## src/rtl/mips_ctrl_pkg.sv

```systemverilog
// ---------------------------------------------------------------------------
// mips_ctrl_pkg
// Shared definitions for the multi-cycle MIPS control unit, its datapath and
// the ALU control block: opcode values, ALU operation codes, FSM state
// encodings, datapath selector codes and the packed control-vector type.
// ---------------------------------------------------------------------------
package mips_ctrl_pkg;

  // Opcode field values (IR[31:26])
  localparam logic [5:0] OPC_RTYPE = 6'h00;
  localparam logic [5:0] OPC_J     = 6'h02;
  localparam logic [5:0] OPC_JAL   = 6'h03;
  localparam logic [5:0] OPC_BEQ   = 6'h04;
  localparam logic [5:0] OPC_BNE   = 6'h05;
  localparam logic [5:0] OPC_ADDI  = 6'h08;
  localparam logic [5:0] OPC_ORI   = 6'h0d;
  localparam logic [5:0] OPC_LUI   = 6'h0f;
  localparam logic [5:0] OPC_LW    = 6'h23;
  localparam logic [5:0] OPC_SW    = 6'h2b;

  // ALU operation codes handed to ALU control
  localparam logic [2:0] ALU_ADD   = 3'b100;
  localparam logic [2:0] ALU_OR    = 3'b101;
  localparam logic [2:0] ALU_LUI   = 3'b110;
  localparam logic [2:0] ALU_SUB   = 3'b010;
  localparam logic [2:0] ALU_FUNCT = 3'b111;

  // FSM state encodings; 14 and 15 are unreachable
  typedef logic [3:0] state_t;
  localparam state_t ST_IDLE     = 4'd0;
  localparam state_t ST_FETCH    = 4'd1;
  localparam state_t ST_DECODE   = 4'd2;
  localparam state_t ST_EXEC_R   = 4'd3;
  localparam state_t ST_WB_R     = 4'd4;
  localparam state_t ST_EXEC_I   = 4'd5;
  localparam state_t ST_WB_I     = 4'd6;
  localparam state_t ST_MEM_ADDR = 4'd7;
  localparam state_t ST_MEM_RD   = 4'd8;
  localparam state_t ST_MEM_WB   = 4'd9;
  localparam state_t ST_MEM_WR   = 4'd10;
  localparam state_t ST_BRANCH   = 4'd11;
  localparam state_t ST_JUMP     = 4'd12;
  localparam state_t ST_JAL_WB   = 4'd13;

  // Register-file destination select
  localparam logic [1:0] REG_DST_RT = 2'd0;
  localparam logic [1:0] REG_DST_RD = 2'd1;
  localparam logic [1:0] REG_DST_RA = 2'd2;

  // Register-file write-data select
  localparam logic [1:0] M2R_ALUOUT = 2'd0;
  localparam logic [1:0] M2R_MDR    = 2'd1;
  localparam logic [1:0] M2R_PC     = 2'd2;

  // ALU B-operand select
  localparam logic [1:0] ALUB_B    = 2'd0;
  localparam logic [1:0] ALUB_FOUR = 2'd1;
  localparam logic [1:0] ALUB_SEXT = 2'd2;
  localparam logic [1:0] ALUB_SHL2 = 2'd3;

  // Next-PC select
  localparam logic [1:0] PCSRC_ALU    = 2'd0;
  localparam logic [1:0] PCSRC_ALUOUT = 2'd1;
  localparam logic [1:0] PCSRC_JUMP   = 2'd2;

  // One control word per state, before the FETCH stall gate is applied
  typedef struct packed {
    logic       pcWrite;
    logic       branchEq;
    logic       branchNe;
    logic       iOrD;
    logic       memRead;
    logic       memWrite;
    logic       irWrite;
    logic [1:0] regDst;
    logic [1:0] memToReg;
    logic       regWrite;
    logic       aluSrcA;
    logic [1:0] aluSrcB;
    logic [2:0] aluOp;
    logic [1:0] pcSource;
  } ctrl_vec_t;

  localparam ctrl_vec_t CTRL_IDLE = ctrl_vec_t'(21'd0);

  // True for every opcode the FSM knows how to sequence
  function automatic logic opIsLegal(input logic [5:0] opc);
    logic legal;
    case (opc)
      OPC_RTYPE, OPC_J, OPC_JAL, OPC_BEQ, OPC_BNE,
      OPC_ADDI, OPC_ORI, OPC_LUI, OPC_LW, OPC_SW: legal = 1'b1;
      default:                                    legal = 1'b0;
    endcase
    return legal;
  endfunction

endpackage

```

## src/rtl/multicycle_control_fsm_if.sv

```systemverilog
// ---------------------------------------------------------------------------
// multicycle_control_fsm_if
// Control bus between the multi-cycle control FSM and the shared-memory
// datapath. The master (FSM) consumes op/mem_ready and drives every control
// strobe/select; the slave (datapath) is the mirror image.
//   op, mem_ready                      : datapath -> FSM
//   pc_write .. pc_source, illegal_op  : FSM -> datapath
// ---------------------------------------------------------------------------
interface multicycle_control_fsm_if #(
  parameter int OP_WIDTH    = 6,
  parameter int ALUOP_WIDTH = 3
);
  logic [OP_WIDTH-1:0]    op;
  logic                   mem_ready;
  logic                   pc_write;
  logic                   branch_eq;
  logic                   branch_ne;
  logic                   i_or_d;
  logic                   mem_read;
  logic                   mem_write;
  logic                   ir_write;
  logic [1:0]             reg_dst;
  logic [1:0]             mem_to_reg;
  logic                   reg_write;
  logic                   alu_src_a;
  logic [1:0]             alu_src_b;
  logic [ALUOP_WIDTH-1:0] alu_op;
  logic [1:0]             pc_source;
  logic                   illegal_op;

  modport master (
    input  op, mem_ready,
    output pc_write, branch_eq, branch_ne, i_or_d, mem_read, mem_write,
           ir_write, reg_dst, mem_to_reg, reg_write, alu_src_a, alu_src_b,
           alu_op, pc_source, illegal_op
  );

  modport slave (
    output op, mem_ready,
    input  pc_write, branch_eq, branch_ne, i_or_d, mem_read, mem_write,
           ir_write, reg_dst, mem_to_reg, reg_write, alu_src_a, alu_src_b,
           alu_op, pc_source, illegal_op
  );
endinterface

```

## src/rtl/ctrl_output_decode.sv

```systemverilog
// ---------------------------------------------------------------------------
// ctrl_output_decode
// Combinational state -> control-vector ROM for the multi-cycle control FSM.
//   state     : current FSM state
//   opLatched : opcode captured in DECODE (selects ALU op in EXEC_I and the
//               branch sense in BRANCH)
//   ctrl      : control word for this state
// ---------------------------------------------------------------------------
module ctrl_output_decode
  import mips_ctrl_pkg::*;
(
  input  state_t     state,
  input  logic [5:0] opLatched,
  output ctrl_vec_t  ctrl
);

  // State ROM: every unlisted state leaves all controls at zero
  always_comb begin
    ctrl = CTRL_IDLE;
    case (state)
      ST_FETCH: begin
        ctrl.memRead  = 1'b1;
        ctrl.irWrite  = 1'b1;
        ctrl.aluSrcA  = 1'b0;
        ctrl.aluSrcB  = ALUB_FOUR;
        ctrl.aluOp    = ALU_ADD;
        ctrl.pcSource = PCSRC_ALU;
        ctrl.pcWrite  = 1'b1;
      end
      ST_DECODE: begin
        // Speculative branch target PC + (imm << 2) into ALUOut
        ctrl.aluSrcA = 1'b0;
        ctrl.aluSrcB = ALUB_SHL2;
        ctrl.aluOp   = ALU_ADD;
      end
      ST_EXEC_R: begin
        ctrl.aluSrcA = 1'b1;
        ctrl.aluSrcB = ALUB_B;
        ctrl.aluOp   = ALU_FUNCT;
      end
      ST_WB_R: begin
        ctrl.regDst   = REG_DST_RD;
        ctrl.memToReg = M2R_ALUOUT;
        ctrl.regWrite = 1'b1;
      end
      ST_EXEC_I: begin
        ctrl.aluSrcA = 1'b1;
        ctrl.aluSrcB = ALUB_SEXT;
        case (opLatched)
          OPC_ORI: ctrl.aluOp = ALU_OR;
          OPC_LUI: ctrl.aluOp = ALU_LUI;
          default: ctrl.aluOp = ALU_ADD;
        endcase
      end
      ST_WB_I: begin
        ctrl.regDst   = REG_DST_RT;
        ctrl.memToReg = M2R_ALUOUT;
        ctrl.regWrite = 1'b1;
      end
      ST_MEM_ADDR: begin
        ctrl.aluSrcA = 1'b1;
        ctrl.aluSrcB = ALUB_SEXT;
        ctrl.aluOp   = ALU_ADD;
      end
      ST_MEM_RD: begin
        ctrl.iOrD    = 1'b1;
        ctrl.memRead = 1'b1;
      end
      ST_MEM_WB: begin
        ctrl.regDst   = REG_DST_RT;
        ctrl.memToReg = M2R_MDR;
        ctrl.regWrite = 1'b1;
      end
      ST_MEM_WR: begin
        ctrl.iOrD     = 1'b1;
        ctrl.memWrite = 1'b1;
      end
      ST_BRANCH: begin
        ctrl.aluSrcA  = 1'b1;
        ctrl.aluSrcB  = ALUB_B;
        ctrl.aluOp    = ALU_SUB;
        ctrl.pcSource = PCSRC_ALUOUT;
        ctrl.branchEq = (opLatched == OPC_BEQ);
        ctrl.branchNe = (opLatched == OPC_BNE);
      end
      ST_JUMP: begin
        ctrl.pcSource = PCSRC_JUMP;
        ctrl.pcWrite  = 1'b1;
      end
      ST_JAL_WB: begin
        // PC already holds PC+4 from FETCH, so it is the link value
        ctrl.regDst   = REG_DST_RA;
        ctrl.memToReg = M2R_PC;
        ctrl.regWrite = 1'b1;
        ctrl.pcSource = PCSRC_JUMP;
        ctrl.pcWrite  = 1'b1;
      end
      default: ctrl = CTRL_IDLE;
    endcase
  end

endmodule

```

## src/rtl/multicycle_control_fsm.sv

```systemverilog
// ---------------------------------------------------------------------------
// multicycle_control_fsm
// Multi-cycle MIPS control unit: Moore FSM sequencing FETCH/DECODE/EXEC/MEM/WB
// with memory wait-state handshaking.
//   clk   : rising-edge clock
//   reset : asynchronous, active-high; returns to IDLE with all controls low
//   bus   : control bus (master side) -- op, mem_ready in; all datapath
//           strobes/selects and the illegal_op pulse out
// Parameters: OP_WIDTH (opcode width), ALUOP_WIDTH (alu_op width),
//             MEM_WAIT_EN (1: FETCH/MEM_RD/MEM_WR wait for mem_ready).
// ---------------------------------------------------------------------------
module multicycle_control_fsm
  import mips_ctrl_pkg::*;
#(
  parameter int OP_WIDTH    = 6,
  parameter int ALUOP_WIDTH = 3,
  parameter bit MEM_WAIT_EN = 1'b1
) (
  input logic                     clk,
  input logic                     reset,
  multicycle_control_fsm_if.master bus
);

  state_t     stateR;
  state_t     stateNextS;
  logic [5:0] opS;
  logic [5:0] opR;
  logic       memDoneS;
  ctrl_vec_t  ctrlS;
  ctrl_vec_t  ctrlOutS;
  logic       illegalS;

  assign opS = 6'(bus.op);

  // Memory-complete qualifier; with waits disabled every access finishes at once
  always_comb begin
    if (MEM_WAIT_EN) begin
      memDoneS = bus.mem_ready;
    end else begin
      memDoneS = 1'b1;
    end
  end

  // State register
  always_ff @(posedge clk or posedge reset) begin
    if (reset) begin
      stateR <= ST_IDLE;
    end else begin
      stateR <= stateNextS;
    end
  end

  // Opcode captured in DECODE so later states never depend on the live op
  always_ff @(posedge clk or posedge reset) begin
    if (reset) begin
      opR <= 6'h00;
    end else if (stateR == ST_DECODE) begin
      opR <= opS;
    end else begin
      opR <= opR;
    end
  end

  // Next-state logic
  always_comb begin
    stateNextS = ST_FETCH;
    case (stateR)
      ST_IDLE:  stateNextS = ST_FETCH;
      ST_FETCH: stateNextS = memDoneS ? ST_DECODE : ST_FETCH;
      ST_DECODE: begin
        case (opS)
          OPC_RTYPE:                  stateNextS = ST_EXEC_R;
          OPC_ADDI, OPC_ORI, OPC_LUI: stateNextS = ST_EXEC_I;
          OPC_LW, OPC_SW:             stateNextS = ST_MEM_ADDR;
          OPC_BEQ, OPC_BNE:           stateNextS = ST_BRANCH;
          OPC_J:                      stateNextS = ST_JUMP;
          OPC_JAL:                    stateNextS = ST_JAL_WB;
          default:                    stateNextS = ST_FETCH;
        endcase
      end
      ST_EXEC_R: stateNextS = ST_WB_R;
      ST_WB_R:   stateNextS = ST_FETCH;
      ST_EXEC_I: stateNextS = ST_WB_I;
      ST_WB_I:   stateNextS = ST_FETCH;
      ST_MEM_ADDR: begin
        if (opR == OPC_LW) begin
          stateNextS = ST_MEM_RD;
        end else if (opR == OPC_SW) begin
          stateNextS = ST_MEM_WR;
        end else begin
          stateNextS = ST_FETCH;
        end
      end
      ST_MEM_RD: stateNextS = memDoneS ? ST_MEM_WB : ST_MEM_RD;
      ST_MEM_WB: stateNextS = ST_FETCH;
      ST_MEM_WR: stateNextS = memDoneS ? ST_FETCH : ST_MEM_WR;
      ST_BRANCH: stateNextS = ST_FETCH;
      ST_JUMP:   stateNextS = ST_FETCH;
      ST_JAL_WB: stateNextS = ST_FETCH;
      default:   stateNextS = ST_FETCH;
    endcase
  end

  ctrl_output_decode uDecode (
    .state     (stateR),
    .opLatched (opR),
    .ctrl      (ctrlS)
  );

  // A stalled fetch keeps reading but must not load IR or advance PC
  always_comb begin
    ctrlOutS = ctrlS;
    if ((stateR == ST_FETCH) && !memDoneS) begin
      ctrlOutS.irWrite = 1'b0;
      ctrlOutS.pcWrite = 1'b0;
    end else begin
      ctrlOutS = ctrlS;
    end
  end

  // Illegal opcode is flagged only during the single DECODE cycle
  always_comb begin
    if (stateR == ST_DECODE) begin
      illegalS = !opIsLegal(opS);
    end else begin
      illegalS = 1'b0;
    end
  end

  assign bus.pc_write   = ctrlOutS.pcWrite;
  assign bus.branch_eq  = ctrlOutS.branchEq;
  assign bus.branch_ne  = ctrlOutS.branchNe;
  assign bus.i_or_d     = ctrlOutS.iOrD;
  assign bus.mem_read   = ctrlOutS.memRead;
  assign bus.mem_write  = ctrlOutS.memWrite;
  assign bus.ir_write   = ctrlOutS.irWrite;
  assign bus.reg_dst    = ctrlOutS.regDst;
  assign bus.mem_to_reg = ctrlOutS.memToReg;
  assign bus.reg_write  = ctrlOutS.regWrite;
  assign bus.alu_src_a  = ctrlOutS.aluSrcA;
  assign bus.alu_src_b  = ctrlOutS.aluSrcB;
  assign bus.alu_op     = ALUOP_WIDTH'(ctrlOutS.aluOp);
  assign bus.pc_source  = ctrlOutS.pcSource;
  assign bus.illegal_op = illegalS;

endmodule

```

## src/flat_wrapper.sv

```systemverilog
// flat-port wrapper written by rule: the top's interface ports become plain ports
module multicycle_control_fsm_flat import mips_ctrl_pkg::*;
#(
  parameter int OP_WIDTH    = 6,
  parameter int ALUOP_WIDTH = 3,
  parameter bit MEM_WAIT_EN = 1'b1
)
  (clk, reset, bus_op, bus_mem_ready, bus_pc_write, bus_branch_eq, bus_branch_ne, bus_i_or_d, bus_mem_read, bus_mem_write, bus_ir_write, bus_reg_dst, bus_mem_to_reg, bus_reg_write, bus_alu_src_a, bus_alu_src_b, bus_alu_op, bus_pc_source, bus_illegal_op);
  multicycle_control_fsm_if #(.OP_WIDTH(OP_WIDTH), .ALUOP_WIDTH(ALUOP_WIDTH)) bus_i ();
  input logic clk;
  input logic reset;
  input wire logic [$bits(bus_i.op)-1:0] bus_op;
  input wire logic [$bits(bus_i.mem_ready)-1:0] bus_mem_ready;
  output wire logic [$bits(bus_i.pc_write)-1:0] bus_pc_write;
  output wire logic [$bits(bus_i.branch_eq)-1:0] bus_branch_eq;
  output wire logic [$bits(bus_i.branch_ne)-1:0] bus_branch_ne;
  output wire logic [$bits(bus_i.i_or_d)-1:0] bus_i_or_d;
  output wire logic [$bits(bus_i.mem_read)-1:0] bus_mem_read;
  output wire logic [$bits(bus_i.mem_write)-1:0] bus_mem_write;
  output wire logic [$bits(bus_i.ir_write)-1:0] bus_ir_write;
  output wire logic [$bits(bus_i.reg_dst)-1:0] bus_reg_dst;
  output wire logic [$bits(bus_i.mem_to_reg)-1:0] bus_mem_to_reg;
  output wire logic [$bits(bus_i.reg_write)-1:0] bus_reg_write;
  output wire logic [$bits(bus_i.alu_src_a)-1:0] bus_alu_src_a;
  output wire logic [$bits(bus_i.alu_src_b)-1:0] bus_alu_src_b;
  output wire logic [$bits(bus_i.alu_op)-1:0] bus_alu_op;
  output wire logic [$bits(bus_i.pc_source)-1:0] bus_pc_source;
  output wire logic [$bits(bus_i.illegal_op)-1:0] bus_illegal_op;
  assign bus_i.op = bus_op;
  assign bus_i.mem_ready = bus_mem_ready;
  assign bus_pc_write = bus_i.pc_write;
  assign bus_branch_eq = bus_i.branch_eq;
  assign bus_branch_ne = bus_i.branch_ne;
  assign bus_i_or_d = bus_i.i_or_d;
  assign bus_mem_read = bus_i.mem_read;
  assign bus_mem_write = bus_i.mem_write;
  assign bus_ir_write = bus_i.ir_write;
  assign bus_reg_dst = bus_i.reg_dst;
  assign bus_mem_to_reg = bus_i.mem_to_reg;
  assign bus_reg_write = bus_i.reg_write;
  assign bus_alu_src_a = bus_i.alu_src_a;
  assign bus_alu_src_b = bus_i.alu_src_b;
  assign bus_alu_op = bus_i.alu_op;
  assign bus_pc_source = bus_i.pc_source;
  assign bus_illegal_op = bus_i.illegal_op;
  multicycle_control_fsm #(.OP_WIDTH(OP_WIDTH), .ALUOP_WIDTH(ALUOP_WIDTH), .MEM_WAIT_EN(MEM_WAIT_EN)) u_core (.clk(clk), .reset(reset), .bus(bus_i));
endmodule
```

## config.mk

```make
export PLATFORM = sky130hd
export DESIGN_NAME = multicycle_control_fsm_flat
export DESIGN_NICKNAME = d
export VERILOG_FILES = /design/src/rtl/mips_ctrl_pkg.sv /design/src/rtl/multicycle_control_fsm_if.sv /design/src/rtl/ctrl_output_decode.sv /design/src/rtl/multicycle_control_fsm.sv /design/src/flat_wrapper.sv
export SDC_FILE = /design/constraint.sdc
export NUM_CORES = 1
export LEC_CHECK = 0
export ABC_AREA = 1
export CAP_MARGIN = 40
export CORE_MARGIN = 2
export CORE_UTILIZATION = 46
export DETAILED_ROUTE_END_ITERATION = 12
export PLACE_DENSITY = 0.79
export SYNTH_ARGS = -nofsm -noshare
export SYNTH_HDL_FRONTEND = slang
export SYNTH_HIERARCHICAL = 1
export SYNTH_SLANG_ARGS = --single-unit
```

## constraint.sdc

```tcl
create_clock -name clk -period 1.5 [get_ports clk]
set_input_delay 0.15 -clock clk [delete_from_list [all_inputs] [get_ports clk]]
set_output_delay 0.15 -clock clk [all_outputs]
set_load 0.005 [all_outputs]
```

==> run_results.csv <==
group,metric,value,unit
cells_and_area,fin_nets,249,
timing,fmax,0.554,GHz
min_path,hp-class,"input port to asynchronous set/reset pin",
placed_design,gp_congestion,0.826,
global_routing,grt_usage,38.2,%
placed_design,dp_hpwl,2380,µm
global_routing,grt-ovfl-total,0,
floorplan,coreArea,1960,µm²
drt,vias_per_cell,6.10,
cells_and_area,final_util,94.1,%
timing,hold_violations,0,
timing,rsz0062_at_grt,"true",
clocking,cts.sinks,10,
critical_path,cp.required,1.35,ns
placed_design,io_buffers,29,
synthesis,syn_area,955,µm²
synthesis,ys_seq_area_share,26.2,%
pwr,power.density,2050,nW/µm²
synthesis,synth_fp_nets,167,
floorplan,num_io_pins,30,
synthesis,synth.avg_cell_area,6.04,µm²
timing,tightest_slew,0.427,ns
cells_and_area,area_delta_synth_final,93.3,%
placed_design,dp_cells,241,
pwr,vdd_drop_max,1.45,mV
cells_and_area,seq_area,254,µm²
synthesis,synth_area_leaders,"dfrtp_1 26%, nand2_1 19%, nor2_1 11%, inv_1 9.0%, nand3_1 8.4%",
drt,postRouteAntennaNets,0,
global_routing,grt_pass1_vias,1471,
critical_path,criticalPathCategory,"flip-flop to output pin",
clocking,cts_htree_levels,1,
floorplan,die-area,2460,µm²
timing,holdWs,0.222,ns
timing,period_share,120,%
cells_and_area,fin_area,1850,µm²
floorplan,initial_core_util,48.7,%
cells_and_area,final_layout_size_suffix_gt1_share,56.1,%
outcome,violations,"negative setup slack",
placed_design,preCtsSetupSlack,-0.293,ns
global_routing,grt_start_max_net_pins,11,
floorplan,std_cell_rows,16,
clocking,clk_pin_slew,0.09,ns
synthesis,synth.largest_area_cell,"dfrtp_1",
clocking,cts_buffers,3,
clocking,ctsHoldBuffers,0,
drt,num_vias,1623,
placed_design,placed_area,1480,µm²
drt,wl_per_cell,20.9,µm
outcome,status,"finished with violations",
critical_path,cp.arrival,1.65,ns
floorplan,die_w,49.6,µm
critical_path,end_kind,"output pin",
timing,timing.slew.headroom,71.5,%
drt,totalWireLength,5550,µm
synthesis,synth_warnings,6,
floorplan,die_y,49.6,µm
clocking,cts_max_path_buffers,2,
drt,drtIter0Drc,190,
timing,setup_viol,22,
cells_and_area,diodes,0,
pwr,leakagePower,1.01,nW
critical_path,start_kind,"flip-flop",
global_routing,grt_first_pass_wirelength,7090,µm
timing,finClkSkew,0.00542,ns
timing,maxSlewViolCount,0,
drt,drcViolationCount,0,
clocking,cts_tree,"done",
synthesis,ys_types,25,
timing,min_period,1.80,ns
global_routing,antenna_found_initial,0,
timing,worst_slack,-0.305,ns
synthesis,ys_ff_latch,10,
synthesis,synth_top_cell_area_share,26.2,%
synthesis,syn_inst,158,
cells_and_area,multiInputGateArea,752,µm²
cells_and_area,nFillCells,63,
critical_path,critical_path_peak_fanout,3,
job,drv_cap,0,
cells_and_area,final_cell_count_no_fill,266,
drt,drt-pass1-iter-count,6,
clocking,root_buffer,"clkbuf_4",
clocking,clk_latency,0.29,ns
## flip-flops by register name, indices dropped and copies added, names as in the netlist
name           flops
u_core/opR         6
u_core/stateR      4
## area by class of cell
class	count	area share [%]
inverter	25	5.90
sequential	10	13.8
clock buffer	4	1.97
multi-input combinational	120	40.7
timing repair buffer	80	35.8
tap	27	1.83
## cells in the mapped netlist
cell / instances
nor3_2: 1
nand2_2: 2
o31a_2: 1
o21ai_2: 3
nand3b_2: 1
o21ai_0: 5
buf_6: 1
o21ai_1: 1
nor2_8: 1
dfrtp_1: 10
nand3_2: 1
nand2_1: 48
inv_1: 23
inv_2: 1
nor2_4: 2
nor2_2: 1
a22oi_1: 1
nor2_1: 29
nand4_1: 4
buf_4: 2
nand3_1: 16
a21oi_1: 1
nor3_1: 1
inv_4: 1
nand2_4: 1
## layer usage
layer | part of all wire, % | global-route usage, % | vias to the layer above
li1 | - | - | 660
met1 | 32 | 41.4 | 728
met2 | 47 | 69.6 | 169
met3 | 11 | 7.27 | 66
met4 | 9.8 | 19.4 | 0
met5 | 0 | 0 | -
## power by group
part	internal (mW)	switching (mW)	total (mW)	leakage, nW
clock network	0.148	0.129	0.277	0.0210
logic	1.35	1.56	2.90	0.863
registers	0.400	0.196	0.596	0.121
total	1.89	1.88	3.78	1.01
## placed cells by master, fill, tap and decap left out, types with 5 or more instances in the layout
cell type,count
nand2_4,6
buf_2,16
inv_2,5
inv_1,15
o21ai_2,5
nand3_1,11
nor2_4,7
buf_6,20
nor2_2,9
buf_4,32
dfrtp_1,7
nand2_2,6
clkdlybuf4s50_1,8
nand2_1,39
nor2_1,16
nand3_2,5
## final timing paths
path,startpoint,end,slack (ns),cells after the start
max,u_core/stateR[3],bus_illegal_op,-0.30,8
min,reset,u_core/opR[4],0.22,2
max reg2reg,u_core/stateR[0],u_core/stateR[0],-0.13,8
min reg2reg,u_core/opR[3],u_core/opR[3],0.62,2
max in group asynchronous,reset,u_core/stateR[2],0.95,2
min in group clk,u_core/opR[3],u_core/opR[3],0.62,2
## kinds of logic (layout without fill, tap and decap cells)
| kind of cell | after synthesis | count (layout) | share of synthesized area (%) |
|---|---|---|---|
| buf+inv | 28 | 109 | 12.8 |
| flops | 10 | 10 | 26.2 |
| compound gates | 12 | 12 | 8.26 |
| simple gates | 108 | 108 | 52.7 |
## through the flow
step	total power, mW	setup TNS [ns]
2_1_floorplan	1.45	0
3_3_place_gp	2.31	-1.22
3_5_place_dp	2.41	-2.28
4_1_cts	2.95	-0.958
5_1_grt	3.91	-2.91
6_report	3.78	-2.17
## critical path: stages, from the launching register on
cell and delay [ns]:
dfrtp_2 0.44, buf_12 0.14, nor2_4 0.12, buf_6 0.11
nand2_4 0.06, nor2_8 0.09, nand3_2 0.08, nor2_1 0.17
buf_2 0.16
## what timing repair did
item	4_1_cts	5_1_grt
pin swaps	9	24
setup endpoints to repair	21	28
setup buffers	14	8
resized for setup	107	55
endpoints found under the hold margin	0	0
No activity file was read; power rests on OpenSTA's default activity.
